==> src/rtl/mult_sched.sv <==
// rtl/mult_sched.sv - two-port round-robin sequencer for the shared iterative multiplier
module mult_sched (
    input  logic        clk,
    input  logic        rst,
    input  logic        r0_valid,
    output logic        r0_ready,
    input  logic [31:0] r0_a,
    input  logic [31:0] r0_b,
    input  logic [31:0] r0_acc,
    input  logic        r1_valid,
    output logic        r1_ready,
    input  logic [31:0] r1_a,
    input  logic [31:0] r1_b,
    input  logic [31:0] r1_acc,
    output logic        rsp_valid,
    input  logic        rsp_ready,
    output logic        rsp_id,
    output logic [31:0] rsp_result,
    output logic        mul_start,
    output logic [31:0] mul_in0,
    output logic [31:0] mul_in1,
    output logic [31:0] mul_acc0,
    input  logic        mul_done,
    input  logic [31:0] mul_result,
    output logic        busy
);

    typedef enum logic [1:0] {
        IDLE  = 2'd0,
        START = 2'd1,
        WAIT  = 2'd2,
        RESP  = 2'd3
    } state_t;

    state_t      state_q, state_d;
    logic        prio_q, prio_d;      // 1: requester 1 wins a tie
    logic        id_q, id_d;
    logic [31:0] in0_q, in0_d;
    logic [31:0] in1_q, in1_d;
    logic [31:0] acc0_q, acc0_d;
    logic [31:0] result_q, result_d;

    logic        grant0;
    logic        grant1;
    logic [31:0] sel_a;
    logic [31:0] sel_b;
    logic [31:0] sel_acc;

    // State register: all flops, synchronous active-high reset
    always_ff @(posedge clk) begin
        if (rst) begin
            state_q  <= IDLE;
            prio_q   <= 1'b0;
            id_q     <= 1'b0;
            in0_q    <= 32'd0;
            in1_q    <= 32'd0;
            acc0_q   <= 32'd0;
            result_q <= 32'd0;
        end else begin
            state_q  <= state_d;
            prio_q   <= prio_d;
            id_q     <= id_d;
            in0_q    <= in0_d;
            in1_q    <= in1_d;
            acc0_q   <= acc0_d;
            result_q <= result_d;
        end
    end

    // Next state: acceptance with zero-skip and operand ordering, start, wait, response
    always_comb begin
        state_d  = state_q;
        prio_d   = prio_q;
        id_d     = id_q;
        in0_d    = in0_q;
        in1_d    = in1_q;
        acc0_d   = acc0_q;
        result_d = result_q;
        case (state_q)
            IDLE: begin
                if (grant0 || grant1) begin
                    id_d   = grant1;
                    // The requester just served loses the next tie
                    prio_d = grant0;
                    if ((sel_a == 32'd0) || (sel_b == 32'd0)) begin
                        // Product is zero: result is the accumulator, multiplier untouched
                        result_d = sel_acc;
                        state_d  = RESP;
                    end else begin
                        // Smaller operand drives the iteration count
                        in0_d   = (sel_a < sel_b) ? sel_a : sel_b;
                        in1_d   = (sel_a < sel_b) ? sel_b : sel_a;
                        acc0_d  = sel_acc;
                        state_d = START;
                    end
                end
            end
            START: begin
                state_d = WAIT;
            end
            WAIT: begin
                if (mul_done) begin
                    result_d = mul_result;
                    state_d  = RESP;
                end
            end
            RESP: begin
                if (rsp_ready) begin
                    state_d = IDLE;
                end
            end
            default: begin
                state_d = IDLE;
            end
        endcase
    end

    // Outputs: round-robin grant, operand select, handshakes and multiplier drive
    always_comb begin
        grant0     = (state_q == IDLE) && r0_valid && (!r1_valid || !prio_q);
        grant1     = (state_q == IDLE) && r1_valid && !grant0;
        sel_a      = grant1 ? r1_a   : r0_a;
        sel_b      = grant1 ? r1_b   : r0_b;
        sel_acc    = grant1 ? r1_acc : r0_acc;
        r0_ready   = grant0 && !rst;
        r1_ready   = grant1 && !rst;
        rsp_valid  = (state_q == RESP);
        rsp_id     = id_q;
        rsp_result = result_q;
        mul_start  = (state_q == START);
        mul_in0    = in0_q;
        mul_in1    = in1_q;
        mul_acc0   = acc0_q;
        busy       = (state_q != IDLE);
    end

endmodule

==> config.mk <==
export PLATFORM = sky130hd
export DESIGN_NAME = mult_sched
export DESIGN_NICKNAME = d
export VERILOG_FILES = /design/src/rtl/mult_sched.sv
export SDC_FILE = /design/constraint.sdc
export NUM_CORES = 1
export LEC_CHECK = 0
export CELL_PAD_IN_SITES_DETAIL_PLACEMENT = 1
export CELL_PAD_IN_SITES_GLOBAL_PLACEMENT = 2
export CORE_MARGIN = 1.5
export CORE_UTILIZATION = 22
export CTS_BUF_LIST = sky130_fd_sc_hd__clkbuf_16
export DETAILED_ROUTE_END_ITERATION = 6
export PLACE_DENSITY = 0.74
export SYNTH_ARGS = -nofsm -noshare
export SYNTH_HDL_FRONTEND = slang
export SYNTH_SLANG_ARGS = --single-unit
==> constraint.sdc <==
create_clock -name clk -period 3.9 [get_ports clk]
set_input_delay 0.78 -clock clk [delete_from_list [all_inputs] [get_ports clk]]
set_output_delay 0.78 -clock clk [all_outputs]
set_load 0.02 [all_outputs]
# Word-level counts from Yosys, hierarchy flattened
# Index checks and enable logic that the tools add are counted.
# Widths: inputs -> output; s select.
# word_totals
romBits	0
inputBits	230
reg_bits	132
word_cells	52
n_memories	0
output_inout_bits	134
mem_bits_rw	0
latchBits	0
# op_classes
order_cmp	1
mul	0
n_addsub	0
muxes	14
reduce_logical	22
shifts	0
n_div	0
n_eq_ne	7
bitwise	1
# op_table
op	count
$mux 32	8
$logic_not 32->1	2
$pmux 32 s2	1
$lt 32x32->1	1
$mux 2	4
$pmux 2 s4	1
$logic_and 1x1->1	6
$ne 2x2->1 const B	3
$reduce_and 3->1	2
$eq 2x2->1 const B	2
$logic_not 1->1	4
$reduce_and 4->1	1
$reduce_bool 2->1	2
$logic_or 1x1->1	3
$eq 2x1->1 const B	1
$logic_not 2->1	1
$ne 2x1->1 const B	1
$reduce_and 2->1	1
$not 1->1	1

# Depth between registers and ports, before layout
# logic_depth
ltp_word	11
mapped_depth	18
ltp_nobuf	13

# Worst setup path after synthesis
# OpenSTA, ideal clock, no wires.
# synth_timing
path_type	input -> register
startpoint	input port r0_valid
endpoint	register in1_q[16], in the netlist mul_in1[16]
path_buffers	5
setup_ns	0.084
arrival_ns	3.873
setup_slack_ns	-0.057
t_required_ns	3.816
cell_stages	16
path_cell_list	nor2b_1 -> buf_2 -> nor2_2 -> buf_2 -> buf_2 -> mux2i_1 -> ha_1 -> a21oi_1 -> a21oi_1 -> a2111oi_0 -> a21o_1 -> nor3b_2 -> buf_6 -> clkbuf_1 -> a21oi_1 -> o31ai_2
# synth_via
elab_chain_cells	9
word_cells_on_any_way	14
classes_between	1 x order compare; 3 x mux; 1 x bitwise; 9 x reduce/logical
# synth_lines
element	line	text
start: declaration	5	input logic r0_valid,
$logic_and 1x1->1 (*) (2 in series)	120	grant0 = (state_q == IDLE) && r0_valid && (!r1_valid || !prio_q);
branches (longest 7 deep; another with $lt 32x32->1)	n/a	
end signal: assignment	64	in1_q <= in1_d;
end: declaration	39	logic [31:0] in1_q, in1_d;
# Mark *: on every way between the ends.
# A chain may end at the register's enable or synchronous reset.

# Worst setup path in the final report
# layout_timing
startpoint	register state_q[1]
endpoint	register in0_q[5], in the netlist mul_in0[5]
# layout_via
elab_chain_cells	10
word_cells_on_any_way	16
classes_between	1 x order compare; 3 x mux; 1 x bitwise; 11 x reduce/logical
# layout_lines
element	line	text
start: declaration	35	state_t state_q, state_d;
start signal: assignment	60	state_q <= state_d;
$logic_not 2->1 (*)	79, 120, 121	
branches (longest 9 deep; another with $lt 32x32->1)	n/a	
end signal: assignment	63	in0_q <= in0_d;
end: declaration	38	logic [31:0] in0_q, in0_d;
# Marked as above.

==> results.txt <==
Post-DRT Antenna Nets: 0
placed cell count: 1894
share of post-route cells with drive strength above 1: 20.59%
Yosys top cell area share: 30.38%
DRC Markers: 0
total CTS buffers: 17
critical path required time: 4.23 ns
Synth Warn #: 0
Hold Path Origin: rsp_result[6]
cells taking the most area after synthesis: dfxtp_1 (30%), mux2i_1 (7.5%), o31ai_2 (6.6%)
largest area contributor in the netlist: dfxtp_1
Final GP Congestion: 0.8393
CP endpoint kind: flip-flop
post-route insts no fill: 1939
clk slew on worst S/H paths: 0.07 ns
drt total wl: 40820 um
Peak VDD IR: 0.0005458 V
power density over the cells: 635.3 mW/mm2
initial DRC count: 399
Starting Density: 22.40%
fraction of registers with async set or reset after synthesis: 0%
Num Clock Sinks: 132
final setup skew: 0.007639 ns
Die Footprint: 0.04074 mm2
Worst EP arrival: 4.14 ns
Slew headroom: 33.93%
routed len/inst: 21.05 um
via/cell ratio: 4.880
DRT met1 WL: 18480 um
Ports: 364
Hold Crit Class: reg2reg
Synth cell types: 46
met3 routed WL: 1709 um
first-pass GRT wire length: 60230 um
cts hold-fix bufs: 0
Peak Freq: 262.1 MHz
leakage power: 5.622 nW
Worst Path Max Fanout: 8
critical path launch point: state_q[1]
Buffers on Ports: 363
fin. max-slew vios: 0
status: complete, no violations
final period utilization: 97.81%
RR Endpoint: mul_in0[5]
Die X: 201.8 um
post-synthesis register bit count: 132
predominant post-synthesis flop cell: dfxtp_1
initial antenna violation count: 3
hold depth: 2
worst r2r src: state_q[1]
Post-synth EDFFs: 0
Seq/Total Area, Yosys: 30.38%
Worst-Skew Late Latency: 0.45 ns
final hold slack: 0.4899 ns
clock root buffer: clkbuf_16
via count: 9462
max-cap viol count: 0
area growth from synthesis to layout: 69.68%
cell with the most instances after synthesis: dfxtp_1
total track usage: 19.30%
Setup CP Type: reg2reg
Syn Nets: 1244
# rows: 72
final number of setup-violating endpoints: 0
dpl hpwl: 30640 um
R2R cell count: 17
Worst Setup Start Kind: flip-flop
die height: 201.8 um
area of the mapped netlist: 0.008698 mm2
TritonCTS clock tree: done
Max clock buf depth: 2
Final Net Count: 1671
pin count of the biggest net entering global routing: 99
Reg2Reg Setup Slack: 0.09 ns
Hold Vio Cnt, Final: 0
vias in the first global route: 9974
met2 WL post-DR: 19630 um
syn avg cell area: 8.894 um2
H-tree depth: 4
Highest Signal Layer: met4
core area: 0.03883 mm2
grt total ovfl: 0
crit path time final: 3.815 ns
DR pass1 iterations: 6
worst-margin pin slew: 0.9910 ns
top post-synthesis cells by count: dfxtp_1 (132), nor2_1 (79), a21oi_1 (73)
Hold Path End: rsp_result[6]
Gate Count Post-Synth: 978
==> cells in the final DEF, fill, tap and decap left out, types with 4 or more instances in the layout <==
master	synthesis	final
clkdlybuf4s50_1	0	360
dfxtp_1	132	132
buf_4	0	117
nor2_1	79	79
a21oi_1	73	73
nand3b_1	64	64
mux2i_1	65	57
o31ai_2	46	46
nand2_1	40	38
a211oi_1	37	37
and3_1	34	34
a211o_1	33	33
nand4b_1	32	32
mux2_2	32	31
a21boi_0	32	30
ha_1	36	30
nor4_1	29	29
nor3b_1	33	22
clkbuf_16	0	21
o31ai_1	18	18
buf_12	0	18
nand4_1	13	13
nor3_1	11	11
nor3b_2	1	11
o21ai_0	7	7
mux2i_4	0	6
inv_8	0	6
nand3_1	6	5
ha_4	0	4
buf_6	8	4
==> worst max path at each step <==
stage                        to  slack (ns)
detailed placement  mul_in0[31]       -0.82
global placement    mul_in0[31]       -0.79
global route         mul_in0[5]       -0.04
floorplan           mul_in0[23]        0.03
finish               mul_in0[5]        0.09
CTS                 mul_in0[12]       0.008
==> registers in the layout, summed over array words and instances, names as in the netlist <==
name	cells
mul_acc0	32
mul_in0	32
mul_in1	32
rsp_result	32
state_q	2
prio_q	1
rsp_id	1
==> through the flow <==
step / area (um2) / total power (W) / util [%] / setup WS, ns / setup TNS (ns)
after floorplan: 8703 / 0.004956 / - / 0.02775 / 0
after global placement: 13770 / 0.007374 / 35.47 / -0.7905 / -42.16
after detailed placement: 13770 / 0.007463 / 35.47 / -0.8162 / -45.48
after CTS: 14430 / 0.009247 / 37.17 / 0.007786 / 0
after global routing: 14760 / 0.009956 / 38.01 / -0.03556 / -0.4644
final: 14760 / 0.009377 / 38.01 / 0.08534 / 0
==> critical path, cell delays in order (launching register included) <==
cell and delay [ns]:
dfxtp_1 0.31, inv_1 0.11, ha_2 0.23, nand2_2 0.08, nor2_4 0.13, buf_12 0.14
buf_12 0.13, mux2_2 0.37, ha_4 0.28, buf_4 0.10, nand3_1 0.09, or4b_1 0.56
a21o_1 0.18, nor3b_4 0.18, buf_6 0.17, buf_4 0.13, a21boi_0 0.36, o31ai_1 0.12
==> cell type report <==
class,instances,area [um2]
inverter,4,15.01
fill,4447,24070
tap,518,648.1
clock inverter,15,163.9
sequential,132,2643
timing repair buffer,505,5012
clock buffer,17,425.4
antenna,3,7.507
multi-input combinational,745,5844
==> per-layer routing <==
metal	GRT usage, %	vias to the layer above
li1	-	4579
met1	24.56	4615
met2	32.11	224
met3	3.660	44
met4	7.543	0
met5	0	-
==> power by group <==
part | switching, W | internal [W] | leakage, nW | total [W]
Clock | 0.000773 | 0.000909 | 0.282 | 0.00168
Combinational | 0.00292 | 0.00267 | 4.25 | 0.00559
Sequential | 0.000281 | 0.00182 | 1.09 | 0.00211
Total | 0.00397 | 0.00541 | 5.62 | 0.00938
==> kinds of logic (layout without fill, tap and decap cells) <==
| logic type | after synthesis | count (layout) | synth area share, % |
|---|---|---|---|
| DFF | 132 | 132 | 30.38 |
| and+or+nand+nor | 357 | 357 | 24.57 |
| adders and majority gates | 36 | 36 | 5.178 |
| AOI/OAI and AO/OA | 255 | 255 | 22.81 |
| other | 0 | 3 | 0 |
| buffers and inverters | 101 | 541 | 5.437 |
| muxes | 97 | 97 | 11.62 |
==> what timing repair did <==
| action | in CTS | in global routing |
|---|---|---|
| hold endpoints to repair | 0 | 0 |
| setup buffers | 2 | 4 |
| pin swaps | 3 | 7 |
| endpoints found under the setup margin | 64 | 62 |
| gates resized for setup | 11 | 35 |
| gates cloned | 0 | 4 |
No activity file was read; power rests on OpenSTA's default activity.
